`src/rtl/dm_serial.sv`:
```
// dm_serial: byte-serial data memory for the 24-bit RISC datapath.
//
// Storage is a single-port byte array. Each accepted request is moved one
// byte per clock, most significant byte first (big-endian): the byte at
// req_addr_i is the top byte of the N accessed bytes. Loads may be
// sign-extended. Bad requests are answered with rsp_err_o and do not touch
// storage.
//
// Ports
//   clk, rst_n        clock, asynchronous active-low reset
//   req_valid_i       request present
//   req_ready_o       block can accept a request (high only in IDLE)
//   req_we_i          1 = store, 0 = load
//   req_size_i        0 = 1 byte, 1 = 2 bytes, 2 = WORD_BYTES bytes, 3 = error
//   req_signed_i      sign-extend the load result
//   req_addr_i        byte address of the most significant accessed byte
//   req_wdata_i       store data, low N bytes used
//   rsp_valid_o       one-cycle completion strobe
//   rsp_rdata_o       load result (0 for stores and errors), held until next response
//   rsp_err_o         request rejected, held until next response
//
// Build option
//   DM_ALIGN_CHECK_EN  when defined, odd half-word addresses and word
//                      addresses not a multiple of WORD_BYTES are errors;
//                      when undefined any alignment is allowed and
//                      multi-byte accesses wrap at DEPTH.
module dm_serial #(
  parameter int WORD_BYTES = 3,
  parameter int DEPTH      = 256,
  parameter int ADDR_W     = 24
) (
  input  logic                    clk,
  input  logic                    rst_n,
  input  logic                    req_valid_i,
  output logic                    req_ready_o,
  input  logic                    req_we_i,
  input  logic [1:0]              req_size_i,
  input  logic                    req_signed_i,
  input  logic [ADDR_W-1:0]       req_addr_i,
  input  logic [8*WORD_BYTES-1:0] req_wdata_i,
  output logic                    rsp_valid_o,
  output logic [8*WORD_BYTES-1:0] rsp_rdata_o,
  output logic                    rsp_err_o
);

  localparam int DW    = 8 * WORD_BYTES;
  localparam int AW    = (DEPTH > 1) ? $clog2(DEPTH) : 1;
  localparam int CNT_W = (WORD_BYTES > 1) ? $clog2(WORD_BYTES) : 1;

  typedef enum logic [1:0] {
    IDLE = 2'd0,
    XFER = 2'd1,
    RESP = 2'd2
  } state_t;

  state_t            state_q;
  logic              ready_q;
  logic              rsp_valid_q;
  logic [DW-1:0]     rsp_rdata_q;
  logic              rsp_err_q;
  logic              we_q;
  logic              signed_q;
  logic [AW-1:0]     addr_q;
  logic [DW-1:0]     wdata_q;
  logic [CNT_W-1:0]  last_q;
  logic [CNT_W-1:0]  cnt_q;
  logic [DW-1:0]     shift_q;
  logic [7:0]        mem_q [DEPTH];

  logic [CNT_W-1:0]  last_d;
  logic [DW-1:0]     shift_d;
  logic              size_err_s;
  logic              misalign_s;
  logic              req_err_s;
  logic [AW:0]       sum_s;
  logic [AW-1:0]     idx_s;
  logic [CNT_W-1:0]  lane_s;
  logic [7:0]        wbyte_s;
  logic [7:0]        rbyte_s;

  // Keep the low (last+1) bytes of v; fill the rest with zeros or the sign bit.
  function automatic logic [DW-1:0] extend_load(input logic [DW-1:0]    v,
                                                input logic [CNT_W-1:0] last,
                                                input logic             sgn);
    logic [DW-1:0] r;
    logic          fill;
    fill = sgn & v[int'(last) * 8 + 7];
    for (int b = 0; b < WORD_BYTES; b++) begin
      if (b <= int'(last)) begin
        r[b*8 +: 8] = v[b*8 +: 8];
      end else begin
        r[b*8 +: 8] = {8{fill}};
      end
    end
    return r;
  endfunction

  // Decode the access size into the index of the last byte; size 3 is an error.
  always_comb begin
    last_d     = '0;
    size_err_s = 1'b0;
    case (req_size_i)
      2'd0:    last_d = CNT_W'(0);
      2'd1:    last_d = CNT_W'(1);
      2'd2:    last_d = CNT_W'(WORD_BYTES - 1);
      default: size_err_s = 1'b1;
    endcase
  end

  // Alignment check on the incoming request (compiled in only when enabled).
  always_comb begin
`ifdef DM_ALIGN_CHECK_EN
    if (req_size_i == 2'd1) begin
      misalign_s = req_addr_i[0];
    end else if (req_size_i == 2'd2) begin
      misalign_s = (req_addr_i % ADDR_W'(WORD_BYTES)) != '0;
    end else begin
      misalign_s = 1'b0;
    end
`else
    misalign_s = 1'b0;
`endif
  end

  // Combine all rejection reasons for the incoming request.
  always_comb begin
    req_err_s = size_err_s | misalign_s | (req_addr_i >= ADDR_W'(DEPTH));
  end

  // Current byte address (addr + cnt) mod DEPTH. addr_q < DEPTH and
  // cnt < WORD_BYTES, so at most one subtraction is needed; the wrapped
  // result always fits in AW bits.
  always_comb begin
    sum_s = {1'b0, addr_q} + (AW+1)'(cnt_q);
    if (sum_s >= (AW+1)'(DEPTH)) begin
      idx_s = sum_s[AW-1:0] - AW'(DEPTH);
    end else begin
      idx_s = sum_s[AW-1:0];
    end
  end

  // Byte lanes: stores send lane N-1-cnt first; loads shift each byte in at the bottom.
  always_comb begin
    lane_s  = last_q - cnt_q;
    wbyte_s = wdata_q[int'(lane_s) * 8 +: 8];
    rbyte_s = mem_q[idx_s];
    shift_d = {shift_q[DW-9:0], rbyte_s};
  end

  // Byte storage: one byte written per store XFER cycle, contents survive reset.
  always_ff @(posedge clk) begin
    if (state_q == XFER && we_q) begin
      mem_q[idx_s] <= wbyte_s;
    end
  end

  // Request/transfer/response FSM with registered handshake and response outputs.
  always_ff @(posedge clk or negedge rst_n) begin
    if (!rst_n) begin
      state_q     <= IDLE;
      ready_q     <= 1'b1;
      rsp_valid_q <= 1'b0;
      rsp_rdata_q <= '0;
      rsp_err_q   <= 1'b0;
      we_q        <= 1'b0;
      signed_q    <= 1'b0;
      addr_q      <= '0;
      wdata_q     <= '0;
      last_q      <= '0;
      cnt_q       <= '0;
      shift_q     <= '0;
    end else begin
      case (state_q)
        IDLE: begin
          rsp_valid_q <= 1'b0;
          if (req_valid_i) begin
            we_q     <= req_we_i;
            signed_q <= req_signed_i;
            addr_q   <= req_addr_i[AW-1:0];
            wdata_q  <= req_wdata_i;
            last_q   <= last_d;
            cnt_q    <= '0;
            shift_q  <= '0;
            ready_q  <= 1'b0;
            if (req_err_s) begin
              // Rejected: skip storage entirely and answer next cycle.
              state_q     <= RESP;
              rsp_valid_q <= 1'b1;
              rsp_err_q   <= 1'b1;
              rsp_rdata_q <= '0;
            end else begin
              state_q <= XFER;
            end
          end
        end
        XFER: begin
          cnt_q <= cnt_q + CNT_W'(1);
          if (!we_q) begin
            shift_q <= shift_d;
          end
          if (cnt_q == last_q) begin
            state_q     <= RESP;
            rsp_valid_q <= 1'b1;
            rsp_err_q   <= 1'b0;
            rsp_rdata_q <= we_q ? '0 : extend_load(shift_d, last_q, signed_q);
          end
        end
        RESP: begin
          state_q     <= IDLE;
          rsp_valid_q <= 1'b0;
          ready_q     <= 1'b1;
        end
        default: begin
          state_q     <= IDLE;
          rsp_valid_q <= 1'b0;
          ready_q     <= 1'b1;
        end
      endcase
    end
  end

  assign req_ready_o = ready_q;
  assign rsp_valid_o = rsp_valid_q;
  assign rsp_rdata_o = rsp_rdata_q;
  assign rsp_err_o   = rsp_err_q;

endmodule

```
`config.mk`:
```
export PLATFORM = sky130hd
export DESIGN_NAME = dm_serial
export DESIGN_NICKNAME = d
export VERILOG_FILES = /design/src/rtl/dm_serial.sv
export SDC_FILE = /design/constraint.sdc
export NUM_CORES = 2
export LEC_CHECK = 0
export CAP_MARGIN = 20
export CORE_MARGIN = 1
export CORE_UTILIZATION = 52
export CTS_BUF_LIST = sky130_fd_sc_hd__clkbuf_8
export CTS_CLUSTER_DIAMETER = 50
export DETAILED_ROUTE_END_ITERATION = 16
export PLACE_DENSITY = 0.73
export SYNTH_ARGS = -nofsm -noshare
export SYNTH_HDL_FRONTEND = slang
export SYNTH_SLANG_ARGS = --single-unit
```
`constraint.sdc`:
```
create_clock -name clk -period 16.8 [get_ports clk]
set_clock_uncertainty 0.1 [all_clocks]
set_input_delay 3.36 -clock clk [delete_from_list [all_inputs] [get_ports clk]]
set_output_delay 3.36 -clock clk [all_outputs]
set_load 0.02 [all_outputs]
```
==> impl_results.md <==
* Run status: completed
* Final Net Count at 4,687
* Sw Pwr at 3190 uW
* CP top delay family: buffers and inverters
* Library cells used by synthesis at 69
* Initial core utilization at 0.526
* Synth Instances at 4,386
* Final min period at 6.48 ns
* Gate power share at 0.149
* PwrDens at 129 nW/um^2
* Cell Area, Synth at 83,700 um^2
* CTS HTree Levels at 5
* Detail Route Antenna Nets at 0
* Syn Area/Cell at 19.1 um^2
* Share of Yosys cell area claimed by the top area cell type at 0.735
* Highest cell delay on the worst timing path at 1.18 ns
* Io pins at 82
* Max VDD drop at 0.112 mV
* Layout cells sized above 1 at 0.223
* Vias/cell at 6.20
* Asr flop ratio synth at 0.0389
* Bufs and invs on worst path at 3
* Placed Instance Area at 86,900 um^2
* Crit Path Class: flip-flop to flip-flop
* GRT Resource Usage Total at 0.249
* Initial antenna violation count at 4
* Max_cap viols at 0
* Core Region at 159,000 um^2
* Worst Setup End Kind: flip-flop
* GR Overflow Total at 0
* Core Rows at 146
* Residual DRC at 0
* CP Launch Point: cnt_q[0]$_DFFE_PN0P_
* Final instance area at 92,700 um^2
* Fill cells at 11.3k
* Number of detailed-route iterations in the first pass at 10
* Slew Limit Fails at 0
* First-pass GRT wire length at 294 mm
* IO buf count at 81
* Largest cells by area after synthesis: edfxtp_1 73%, mux4_2 14%, nand2_1 2.5%
* Synth Net Count at 4,445
* Min-Delay Startpoint: shift_q[12]$_DFFE_PN0P_
* #FFs+latches synth at 2,131
* CP Max Fanout at 119
* Die Span Y at 403 um
* Final core occ at 0.583
* Post-Route WL at 201 mm
* Starting DRC count in detailed routing at 5,279
* Pre-CTS WS at 10.31 ns
* Switching share of power at 0.267
* CTS Buf Count at 334
* Leak Pwr at 0.0298 uW
* Hold_buf cts at 0
* Internal Power at 8760 uW
* Clk sink count at 2,131
* CP Cell Sequence: ha_4 -> fa_4 -> buf_12 -> buf_12 -> buf_4 -> mux2i_1 -> mux2i_1 -> o22ai_1 -> or4_4 -> nor3_1 -> nand4_1 -> o211ai_1
* Worst skew pair latency at 1.03 ns
* Vias at 43.5k
* Clk buf depth at 4
* Primary FF master, synth: edfxtp_1
* Worst relative slew slack at 0.0840
* Highest clock rate at 0.154 GHz
* Worst-path clk slew at 0.06 ns
* Reg2Reg Launch Point: cnt_q[0]$_DFFE_PN0P_
* HP Class: flip-flop to flip-flop
* Slew at the pin closest to its max-slew limit at 1.37 ns
* RSZ-0062 raised after global routing: no
* Yosys synthesis warning count at 0
* Count of final hold-check violations at 0
* Min Hold Slack at 0.373 ns
* Largest net degree at the start of global routing at 257
* Data required, critical path at 17.65 ns
* Number of global-route vias before repair at 43.6k
* Hpwl dp at 116 mm
* DIE AREA at 163,000 um^2
* CTS root buffer: clkbuf_8
* CTS tree: done
* Final setup viols at 0
* Post-synthesis sequential area ratio at 0.759
* Reg power frac at 0.521
* Final period utilization at 0.386
* Final setup margin at 10.32 ns
* Wire per inst at 28.6 um
* Setup bufs post-CTS at 0
* Post-synth EDFFs at 2,048
* Width of the die at 403 um
* CTS resizes at 0
* Post-synth top area cell: edfxtp_1
* Crit path arrival time at 7.33 ns
* RePlAce Congestion at 0.919
* Clk pwr share at 0.330
* CP max stage cell: fa_4
* Area grow syn2layout at 10.8%
* Crit start category: flip-flop
* Total Negative Setup Slacks at 0 ns
[stage by stage]
stage	instances	power (uW)
after floorplan	4386	7750
after global placement	6434	8070
after detailed placement	6437	8110
after CTS	7005	12000
after global routing	7007	12300
final	7010	12000
[power by group through the flow]
stage	clock network (uW)	logic, uW	registers [uW]
CTS	3980	1780	6230
global placement	0	1740	6330
finish	3940	1780	6230
global route	4200	1880	6230
detailed placement	0	1780	6340
floorplan	0	1120	6630
[state kept, by name, indices dropped and copies added (netlist names), 2 cells and up]
name         flops
shift_q         16
mem_q         2048
wdata_q         24
cnt_q            2
state_q          2
rsp_rdata_o     24
addr_q           8
last_q           2
[logic make-up after synthesis]
logic type      Yosys count  synth area share
flops                  2131             0.759
xor+xnor                  6          0.000852
fa+ha+maj                 4          0.000688
compound gates          256            0.0192
buf+inv                 276            0.0165
simple gates           1135            0.0572
mux                     578             0.146
[worst register-to-register path, cell delays in order (launching register included)]
cell and delay [ns]:
dfrtp_1 0.44, ha_4 0.21, fa_4 1.18, buf_12 0.47, buf_12 0.69, buf_4 0.85, mux2i_1 0.18, mux2i_1 0.48
o22ai_1 0.20, or4_4 0.66, nor3_1 0.37, nand4_1 0.36, o211ai_1 0.21
[cells in the final DEF, fill, tap and decap left out, types with 18 or more instances in the layout]
cell type,netlist,layout
clkinv_2,0,34
and3_1,21,21
dfrtp_1,82,82
edfxtp_1,2048,2048
inv_1,13,108
mux2i_1,22,22
clkbuf_8,0,344
o21ai_0,34,26
nor2_1,281,280
buf_4,48,76
nand3_1,217,209
o22ai_1,18,18
mux4_2,510,510
clkinv_1,0,80
a21oi_1,108,106
a31oi_1,18,18
clkdlybuf4s50_1,0,80
mux2_2,46,46
nand2_1,547,543
[layout make-up]
| type | count | area, um^2 | area share |
|---|---|---|---|
| Multi-Input combinational cell | 1979 | 19000 | 0.204 |
| Timing Repair Buffer | 169 | 1610 | 0.0173 |
| Sequential cell | 2131 | 63600 | 0.686 |
| Clock inverter | 224 | 1100 | 0.0119 |
| Tap cell | 2146 | 2690 | 0.0290 |
| Clock buffer | 344 | 4730 | 0.0511 |
| Inverter | 13 | 48.8 | 0.000526 |
| Antenna cell | 4 | 10.0 | 0.000108 |
[per-layer routing]
layer | track usage | share of wire
met1 | 0.339 | 0.38
met2 | 0.384 | 0.47
met3 | 0.0694 | 0.11
met4 | 0.0983 | 0.037
met5 | 0 | 0.0011
[path summary, 6_finish.rpt]
path,end,slack [ns],cells after the start
max in group asynchronous,rsp_rdata_o[2]$_DFFE_PN0P_,13.35,2
setup / recovery,rsp_rdata_o[9]$_DFFE_PN0P_,10.32,12
hold reg to reg,shift_q[12]$_DFFE_PN0P_,0.37,2
hold / removal,shift_q[12]$_DFFE_PN0P_,0.37,2
min in group asynchronous,wdata_q[5]$_DFFE_PN0P_,2.06,1
setup reg to reg,rsp_rdata_o[9]$_DFFE_PN0P_,10.32,12
[Yosys cell counts, types with 6 or more instances]
cell	number
a21o_1	6
a21oi_1	108
a31oi_1	18
a32o_1	8
and3_1	21
buf_1	30
buf_2	43
buf_4	48
buf_6	15
clkbuf_1	127
dfrtp_1	82
edfxtp_1	2048
inv_1	13
mux2_2	46
mux2i_1	22
mux4_2	510
nand2_1	547
nand2b_1	16
nand3_1	217
nand4_1	8
nor2_1	281
nor3_1	10
nor4_1	13
o211ai_1	9
o21ai_0	34
o21ai_1	6
o22ai_1	18
o31ai_1	6
o41ai_1	8
(Power assumes the default switching activity.)
